`src/rtl/vcmux_rr.sv`:
```
// Round-robin virtual-channel output multiplexer with packet-level grant
// holding and a hold-length limiter that forces hand-over under contention.
module vcmux_rr #(
    parameter int NUM_VC   = 4,
    parameter int DATA_W   = 64,
    parameter int VCH_W    = 2,
    parameter int PORT_W   = 3,
    parameter int MAX_HOLD = 8
) (
    input  logic                       clk,
    input  logic                       rst_,
    input  logic [NUM_VC-1:0]          ovalid_in,
    input  logic [NUM_VC*DATA_W-1:0]   odata_in,
    input  logic [NUM_VC*VCH_W-1:0]    ovch_in,
    input  logic [NUM_VC-1:0]          req_in,
    input  logic [NUM_VC*PORT_W-1:0]   port_in,
    output logic                       ovalid,
    output logic [DATA_W-1:0]          odata,
    output logic [VCH_W-1:0]           ovch,
    output logic                       req,
    output logic [PORT_W-1:0]          port,
    output logic [NUM_VC-1:0]          vcsel,
    output logic                       preempt
);

    localparam int PTR_W = $clog2(NUM_VC);
    localparam int CNT_W = (MAX_HOLD > 0) ? $clog2(MAX_HOLD + 1) : 1;
    localparam logic [CNT_W-1:0] HOLD_MAX = CNT_W'(MAX_HOLD);
    localparam logic [PTR_W-1:0] PTR_RST  = PTR_W'(NUM_VC - 1);

    logic [NUM_VC-1:0] last_q;
    logic [PTR_W-1:0]  ptr_q, ptr_d;
    logic [CNT_W-1:0]  cnt_q, cnt_d;

    logic [NUM_VC-1:0] hold, cand, rr_gnt, grt;
    logic              anyhold, others, frc, found;
    logic [PTR_W-1:0]  idx, grt_idx, last_idx;

    function automatic logic [PTR_W-1:0] enc(input logic [NUM_VC-1:0] v);
        enc = '0;
        for (int i = 0; i < NUM_VC; i++) begin
            if (v[i]) enc = PTR_W'(i);
        end
    endfunction

    always_comb begin
        hold    = last_q & req_in;
        anyhold = |hold;
        others  = |(req_in & ~last_q);
        frc     = (MAX_HOLD != 0) && anyhold && others
                  && (cnt_q == HOLD_MAX);
    end

    // Under force the owner is masked so the search lands on a competitor.
    always_comb begin
        cand   = frc ? (req_in & ~last_q) : req_in;
        rr_gnt = '0;
        found  = 1'b0;
        idx    = '0;
        for (int i = 1; i <= NUM_VC; i++) begin
            idx = PTR_W'((int'(ptr_q) + i) % NUM_VC);
            if (!found && cand[idx]) begin
                found       = 1'b1;
                rr_gnt[idx] = 1'b1;
            end
        end
    end

    always_comb begin
        grt      = (anyhold && !frc) ? hold : rr_gnt;
        grt_idx  = enc(grt);
        last_idx = enc(last_q);
        ptr_d    = (grt != '0) ? grt_idx : ptr_q;
        cnt_d    = cnt_q;
        if ((grt == '0) || (grt != last_q)) begin
            cnt_d = '0;
        end else if (others && (cnt_q != HOLD_MAX)) begin
            cnt_d = cnt_q + 1'b1;
        end
    end

    always_ff @(posedge clk) begin
        if (rst_) begin
            last_q <= '0;
            ptr_q  <= PTR_RST;
            cnt_q  <= '0;
        end else begin
            last_q <= grt;
            ptr_q  <= ptr_d;
            cnt_q  <= cnt_d;
        end
    end

    always_comb begin
        vcsel   = grt;
        preempt = frc;
        req     = |req_in;
        port    = '0;
        if (grt != '0) port = port_in[grt_idx*PORT_W +: PORT_W];
        ovalid  = |(last_q & ovalid_in);
        odata   = '0;
        ovch    = '0;
        if (last_q != '0) begin
            odata = odata_in[last_idx*DATA_W +: DATA_W];
            ovch  = ovch_in[last_idx*VCH_W +: VCH_W];
        end
    end

endmodule

```
`config.mk`:
```
export PLATFORM = sky130hd
export DESIGN_NAME = vcmux_rr
export DESIGN_NICKNAME = d
export VERILOG_FILES = /design/src/rtl/vcmux_rr.sv
export SDC_FILE = /design/constraint.sdc
export NUM_CORES = 1
export LEC_CHECK = 0
export ABC_AREA = 1
export BUFFER_PORTS_ARGS = -buffer_cell sky130_fd_sc_hd__buf_2
export CELL_PAD_IN_SITES_DETAIL_PLACEMENT = 2
export CELL_PAD_IN_SITES_GLOBAL_PLACEMENT = 2
export CORE_ASPECT_RATIO = 0.9
export CORE_MARGIN = 1
export CORE_UTILIZATION = 15
export CTS_CLUSTER_SIZE = 12
export DETAILED_ROUTE_END_ITERATION = 7
export GPL_TIMING_DRIVEN = 0
export MAX_ROUTING_LAYER = met4
export PLACE_DENSITY = 0.95
export SETUP_SLACK_MARGIN = 0.15
export SLEW_MARGIN = 20
export SYNTH_ARGS = -nofsm -noshare
export SYNTH_HDL_FRONTEND = slang
export SYNTH_SLANG_ARGS = --single-unit
```
`constraint.sdc`:
```
create_clock -name clk -period 3.8 [get_ports clk]
set_input_delay 0 -clock clk [delete_from_list [all_inputs] [get_ports clk]]
set_output_delay 0 -clock clk [all_outputs]
set_load 0.005 [all_outputs]
```
* Yosys cells after proc, flatten, opt, wreduce, memory -nomap -nowiden
Cells that the tools add are included.
Operators by class: reduce and logical (&&, ||, !) cells 24, bitwise logic cells 7, shift-type cells 3, $mul 1, order comparisons 8, add/sub/neg operators 5, mux-type cells 34, equal/unequal tests 3
Operators with widths (number):
- variable part select 256 x 9 -> 64 bit | 1
- two-way mux 64 bit | 1
- two-way mux 4 bit | 6
- OR reduction 4 bit | 4
- two-way mux 1 bit | 13
- bitwise AND 4 bit | 3
- < comparator 2 x 3 -> 1 bit (second input constant) | 4
- OR 4 bit | 3
- variable part select 12 x 5 -> 3 bit | 1
- logical AND 1 bit | 11
- two-way mux 2 bit | 5
- binary-select mux 1 bit (select 2 bit) | 4
- demux 1 bit (select 2 bit) | 4
- >= comparator 2 x 1 -> 1 bit (second input constant) | 4
- nonzero test 4 bit | 2
- variable part select 8 x 4 -> 2 bit | 1
- adder 2 x 1 -> 2 bit (second input constant) | 2
- adder 2 bit (second input constant) | 2
- adder 4 x 1 -> 4 bit (second input constant) | 1
- equality test 4 bit (second input constant) | 1
- logical NOT 1 bit | 4
- logical NOT 4 bit | 1
- multiplier 2 x 2 -> 4 bit (second input constant) | 1
- inequality test 4 bit | 1
- 5 further kinds | 5
Word-level totals: logic and storage cells 88, bits in registers 10, output and inout bits 76

* Logic depth before layout (Yosys ltp)
Gate-level depths: netlist of the first run.
depth in word-level cells 25, depth in mapped cells 22

* Worst setup path after synthesis of the first run
OpenSTA, ideal clock, no wires.
path type flip-flop to flip-flop, start point reg ptr_q[0], end point reg cnt_q[1], data arrival time 2.115 ns, cell stages (with the launch flop) 15, path slack 1.568 ns, required time 3.683 ns, cell sequence dfxtp_1 -> inv_1 -> ha_1 -> inv_1 -> nand3_1 -> nand2_2 -> nor2_4 -> nand3_1 -> nand3_2 -> a21oi_4 -> nand2_4 -> nor2_4 -> nor2_1 -> nand2_2 -> nor2_1
Between the ends: cells in the longest elaborated chain, start to end 17
RTL lines:
- start: declaration | line 32 | logic [PTR_W-1:0] ptr_q, ptr_d;
- start signal: assignment | line 89 | ptr_q <= ptr_d;
- branches (longest 12 deep; another with < comparator 2 x 3 -> 1 bit)
- two-way mux 4 bit * | line 62 | if (!found && cand[idx]) begin
- two-way mux 4 bit * | line 70 | grt = (anyhold && !frc) ? hold : rr_gnt;
- inequality test 4 bit / logical NOT 4 bit (equally long branches) | line 75 | if ((grt == '0) || (grt != last_q)) begin
- logical OR 1 bit * | line 75
- OR reduction 2 bit (no source line) *
- end signal: assignment | line 90 | cnt_q <= cnt_d;
- end: declaration | line 33 | logic [CNT_W-1:0] cnt_q, cnt_d;
Mark *: on every way between the ends. The select of a mux whose other input is x is not followed. A chain may end at the register's enable or synchronous reset.

* Worst setup path in the final report of the first run
start point reg ptr_q[0], end point out port[2]
Between the ends: cells in the longest elaborated chain, start to end 20
RTL lines:
- branches (longest 12 deep; another with < comparator 2 x 3 -> 1 bit)
- two-way mux 4 bit * | line 62
- two-way mux 4 bit * | line 70
- two-way mux 1 bit | line 42 | if (v[i]) enc = PTR_W'(i);
- two-way mux 2 bit (2 in series) | line 42
- multiplier 2 x 2 -> 4 bit | line 99 | if (grt != '0) port = port_in[grt_idx*PORT_W +: PORT_W];
- variable part select 12 x 5 -> 3 bit | line 99
- two-way mux 3 bit * | line 99
- end: declaration | line 21 | output logic [PORT_W-1:0] port,
Marks and branches as above.

==> results.json, run 1 <==
{
  "drc_errors": 0,
  "rsz0062_at_grt": "false",
  "numCtsBuffers": 3,
  "regToRegSetupSlack_ps": 960,
  "syn2layout_area_growth_pct": 68.59,
  "status": "complete, no violations",
  "leakagePower_nw": 2.941,
  "startpoint_type": "register",
  "drtIter0Drc": 182,
  "grt_pass1_vias": 6682,
  "nFillCells": 2916,
  "slowest_stage": "dfxtp_1",
  "dp_hpwl_um": 21590,
  "syn_area_um2": 3298,
  "wl_per_cell_um": 19.26,
  "dieWidth_um": 158.3,
  "max_freq_ghz": 0.3192,
  "worst_slew_pin_slew_ps": 922.5,
  "skew_ps": 0.3844,
  "synth_top_family_by_area": "simple AND/OR/NAND/NOR gates",
  "rr_startpoint": "ptr_q[0]",
  "ir_worst_vdd_mv": 0.3272,
  "yosysMostFrequentCell": "nor2_1",
  "cp_top_family": "simple AND/OR/NAND/NOR gates",
  "wirelength_um": 25370,
  "cts_buffer_depth": 2,
  "critPathLaunch": "ptr_q[0]",
  "synthMuxAreaShare": 0,
  "cts_tree": "built",
  "overflow": 0,
  "dpl_cell_area_um2": 5469,
  "cts.sinks": 10,
  "required_ps": 3800,
  "htree_levels": 1,
  "fin_crit_sh": 0.8245,
  "hold_path_class": "input port to register",
  "gp_congestion": 0.8765,
  "cp.arrival_ps": 3130,
  "cp_max_fo": 10,
  "dieArea_um2": 22590,
  "critPathMaxStageDelay_ps": 580,
  "grt_max_degree": 11,
  "die_y_um": 142.7,
  "hold_viol": 0,
  "antenna_found_initial": 2,
  "gr-usage-all-layers": 0.2176,
  "worst-path-buf-inv": 3,
  "yosys.area.top_type": "nor2_1",
  "cap_violations": 0,
  "synth_xor_area_frac": 0.007967,
  "io_pins": 362,
  "start_util": 0.1529,
  "yosysWarnings": 0,
  "synth_area_per_cell_um2": 4.997,
  "fin_nets": 1322,
  "viasPerCell": 4.724,
  "cts_hold_buffers": 0,
  "io_buffers": 361,
  "grt_pass1_wl_um": 36620,
  "ys.flop_type": "dfxtp_1",
  "yosys.area.top_type_share": 0.2481,
  "stdcell_area_um2": 5560,
  "synth.top_cells.by_count": "218 x nor2_1, 134 x o21ai_0, 63 x nand2_1",
  "ctsResizeCount": 0,
  "maxSlewViolCount": 0,
  "clkTransAtPathRegs_ps": 40,
  "ys_ff_latch": 10,
  "synth-async-reset-ratio": 0,
  "synth_edf_count": 0,
  "drive_above_1_share": 0.3785,
  "ff_latch_area_um2": 200.2,
  "synth.distinct_cells": 30,
  "crit_type": "register to primary output",
  "powerDensity_nw_per_um2": 842.3,
  "cts_root_buf": "clkbuf_16",
  "synth-simple-area-share": 0.4275,
  "postRouteAntennaNets": 0,
  "clk_latency_ps": 230,
  "slew-limit-headroom": 0.3850,
  "post-route-min-period_ps": 3133,
  "synth_seq_area_share": 0.06070,
  "synth-compound-area-share": 0.3657,
  "worstHoldStart": "rst_",
  "syn_inst": 660,
  "synth-adder-area-share": 0.03794,
  "postCtsSetupRepairBufs": 0,
  "finalSetupTns_ps": 0,
  "vias": 6222,
  "syn_nets": 956,
  "num_rows": 51,
  "core_um2": 21570,
  "crit_path_end_kind": "primary output",
  "first_pass_iters": 4,
  "multi_input_area_um2": 2768,
  "synth_area_leaders": "nor2_1 25%, o21ai_0 20%, o32ai_1 9.0%",
  "crit_path_cell_trace": "inv_1, ha_1, inv_1, nand3_1, nand2_2, nor2_4, nand3_1, nand3_2, a21oi_4, nand2_4, nor2_1, nand2_1, a21oi_1, buf_2",
  "setup_viol": 0
}
[worst reg2reg max path: stages (launching register included)]
cell and delay (ps):
dfxtp_1 580, inv_1 270, ha_1 410, inv_1 110, nand3_1 100, nand2_2 170, nor2_4 80, nand3_1 100
nand3_2 130, a21oi_4 240, nand2_4 140, nor2_4 170, nor2_1 70, nand2_2 100, nor2_1 50
[metal layers]
layer | share of wire | global-route usage | routed length, µm | vias up
met3 | 0.031 | 0.01669 | 796 | 40
met5 | 0 | - | 0 | -
li1 | - | - | - | 2963
met4 | 0.020 | 0.03846 | 507 | 0
met1 | 0.43 | 0.2590 | 10870 | 3015
met2 | 0.52 | 0.3998 | 13200 | 204
[where the power goes]
group	switching [W]	internal, W
clock	0.0000493	0.000158
combinational	0.00283	0.00146
sequential	0.0000496	0.000135
total	0.00293	0.00176
[flip-flops by register name (all words and copies together), names as in the netlist]
name,count
cnt_q,4
last_q,4
ptr_q,2
[cells by family (layout without fill, tap and decap cells)]
logic type	after synthesis	in the layout
other	0	1
AO/OA/AOI/OAI	212	212
XOR/XNOR	3	3
flip-flops	10	10
adder cells (fa/ha/maj)	10	10
AND/OR/NAND/NOR	339	339
buffers and inverters	86	451
[metrics by stage]
stage	util	hold WS, ps	cells	setup slack, ps	power [W]
CTS	0.2577	29.15	1316	642.8	0.004735
detailed placement	0.2536	272.0	1312	880.3	0.004502
finish	0.2578	38.57	1317	666.7	0.004683
global placement	0.2536	260.0	1312	907.2	0.004312
floorplan	-	69.07	660	1568	0.002567
global route	0.2578	41.74	1317	444.3	0.005157
[layout by cell type, fill, tap and decap left out, types with 2 or more instances in the layout]
| cell | n |
|---|---|
| a21oi_1 | 40 |
| buf_2 | 361 |
| buf_4 | 2 |
| clkbuf_1 | 48 |
| clkbuf_16 | 3 |
| clkinv_1 | 3 |
| dfxtp_1 | 10 |
| ha_1 | 10 |
| inv_1 | 30 |
| inv_2 | 2 |
| nand2_1 | 63 |
| nand2_2 | 8 |
| nand3_1 | 34 |
| nand3_2 | 3 |
| nand3b_1 | 2 |
| nand4_1 | 3 |
| nor2_1 | 218 |
| nor2_2 | 2 |
| nor2_4 | 2 |
| o21ai_0 | 134 |
| o32ai_1 | 34 |
| xor2_1 | 2 |
[final cells by class]
type                    instances  share of cell area
plain buffers                  51             0.03578
well taps                     291             0.06548
flip-flops and latches         10             0.03600
inverters                      35             0.02363
repair buffers                361              0.3249
multi-input cells             564              0.4977
diodes                          1           0.0004500
clock buffers                   4             0.01598
[path summary, 6_finish.rpt]
| path | endpoint | cells past startpoint |
|---|---|---|
| hold reg to reg | cnt_q[3] | 3 |
| setup / recovery | port[2] | 14 |
| setup reg to reg | cnt_q[1] | 14 |
| hold / removal | last_q[0] | 2 |
No activity file was read; power rests on OpenSTA's default activity.
==> run 2, diff against run 1 <==
Settings changed: CORE_UTILIZATION 15 to 14, PLACE_DENSITY 0.95 to 0.94.
Clock period 3.8 ns to 3.2 ns, I/O delays scaled along.
==> results.json, run 2 (synthesis gave the netlist of run 1 again) <==
{
  "leakagePower_nw": 3.009,
  "max_freq_ghz": 0.3440,
  "cp_max_fo": 8,
  "grt_pass1_wl_um": 38460,
  "grt_max_degree": 11,
  "clk_latency_ps": 240,
  "drtIter0Drc": 207,
  "post-route-min-period_ps": 2907,
  "layout_common_cells": "361 x buf_2, 217 x nor2_1, 134 x o21ai_0",
  "vias": 6298,
  "die_y_um": 147.6,
  "clkTransAtPathRegs_ps": 40,
  "powerDensity_nw_per_um2": 1006,
  "worstHoldPathCells": 2,
  "wirelength_um": 26260,
  "stdcell_area_um2": 5759,
  "cts_tree": "built",
  "rsz0062_at_grt": "true",
  "crit_type": "register to primary output",
  "first_pass_iters": 4,
  "wl_per_cell_um": 19.73,
  "dieWidth_um": 163.8,
  "drive_above_1_share": 0.4147,
  "dieArea_um2": 24180,
  "status": "complete, no violations",
  "rr_worst_depth": 21,
  "fin_nets": 1330,
  "grt_pass1_vias": 7037,
  "power_frac_clock": 0.039,
  "mostFrequentLayoutCell": "buf_2",
  "hold_viol": 0,
  "intPower_w": 0.002200,
  "slowest_stage": "dfxtp_1",
  "hold_path_class": "input port to register",
  "io_pins": 362,
  "num_rows": 52,
  "slew-limit-headroom": 0.5250,
  "antenna_found_initial": 2,
  "cap_violations": 0,
  "io_buffers": 361,
  "dpl_cell_area_um2": 5477,
  "gr-usage-all-layers": 0.2115,
  "start_util": 0.1448,
  "htree_levels": 1,
  "crit_path_cell_trace": "inv_1, ha_1, nand3b_1, nor2_2, nand2_4, nand2_2, nand3_2, nand3_2, nand2_4, nor2_4, nand3_1, nand3b_1, nand2_4, buf_4, a21oi_1, nor2_2, nand2_1, a21oi_1, buf_2",
  "required_ps": 3200,
  "core_um2": 22770,
  "drc_errors": 0,
  "finalSetupTns_ps": 0,
  "crit_path_frequent_cell": "nand2_4",
  "numCtsBuffers": 3,
  "overflow": 0,
  "cts.sinks": 10,
  "dp_hpwl_um": 21970,
  "startpoint_type": "register",
  "ir_worst_vdd_mv": 0.3995,
  "setup_viol": 0,
  "syn2layout_area_growth_pct": 74.62,
  "worst_slew_pin_slew_ps": 712.5,
  "netSwitchingPower_w": 0.003591,
  "fin_crit_sh": 0.9084,
  "maxSlewViolCount": 0,
  "cts_buffer_depth": 2,
  "reg.largest.list": "cnt_q (4), last_q (4), ptr_q (2)",
  "gp_congestion": 0.9357,
  "postRouteAntennaNets": 0,
  "viasPerCell": 4.732,
  "cts_root_buf": "clkbuf_16",
  "crit_path_end_kind": "primary output",
  "p_sw_frac": 0.6201,
  "combPwrFrac": 0.921,
  "skew_ps": 4.404,
  "seq_power_share": 0.040,
  "cp.arrival_ps": 2910,
  "critPathMaxStageDelay_ps": 330
}
==> run 2: worst paths after layout <==
| kind | slack [ps] | startpoint | endpoint |
|---|---|---|---|
| hold / removal | 30 | rst_ | last_q[3] |
| setup / recovery | 290 | cnt_q[1] | port[0] |
| setup reg to reg | 450 | cnt_q[0] | cnt_q[1] |
| hold reg to reg | 540 | cnt_q[3] | cnt_q[3] |
==> run 2: metrics by stage <==
step / total power (W) / util / std cells / setup WS (ps) / hold WS [ps]
after floorplan: 0.003049 / - / 660 / 967.9 / 69.07
after global placement: 0.005166 / 0.2405 / 1318 / 307.9 / 264.7
after detailed placement: 0.005359 / 0.2405 / 1318 / 284.1 / 275.1
final: 0.005791 / 0.2529 / 1331 / 293.2 / 34.62
after CTS: 0.005620 / 0.2439 / 1321 / 160.4 / 24.58
after global routing: 0.006367 / 0.2529 / 1331 / 100.1 / 47.67
==> run 2: timing repair <==
item / CTS / global route
cloned: 0 / 0
hold buffers: 0 / 0
gates resized for setup: 2 / 42
pin swaps: 0 / 8
endpoints found under the setup margin: 18 / 29
buffers inserted: 0 / 8
==> run 2: worst max-delay path, delay by kind of cell (launching register included) <==
kind | cells | cell delay, ps
and+or+nand+nor | 13 | 1560
buffers and inverters | 3 | 360
DFF | 1 | 330
AOI/OAI and AO/OA | 2 | 270
adders and majority gates | 1 | 140
==> run 2: layout make-up <==
cell class              instances  area [µm²]
diodes                          2       5.005
fillers                      2974       17010
plain buffers                  51       207.7
inverters                      35       135.1
well taps                     297       371.6
flip-flops and latches         10       209.0
multi-input cells             564        2889
repair buffers                369        1867
clock buffers                   3       75.07
==> run 2: power groups by stage <==
stage / logic [W] / clock network, W / registers [W]
6_report: 0.00534 / 0.000224 / 0.000232
5_1_grt: 0.00589 / 0.000235 / 0.000238
4_1_cts: 0.00517 / 0.000226 / 0.000220
3_5_place_dp: 0.00514 / 0 / 0.000220
3_3_place_gp: 0.00495 / 0 / 0.000216
2_1_floorplan: 0.00285 / 0 / 0.000195
==> run 2: metal layers <==
| metal | up-vias | GRT usage | wire, µm |
|---|---|---|---|
| met5 | - | - | 0 |
| met2 | 245 | 0.3854 | 13630 |
| met4 | 0 | 0.05046 | 610 |
| li1 | 2987 | - | - |
| met3 | 44 | 0.01431 | 1108 |
| met1 | 3022 | 0.2506 | 10910 |
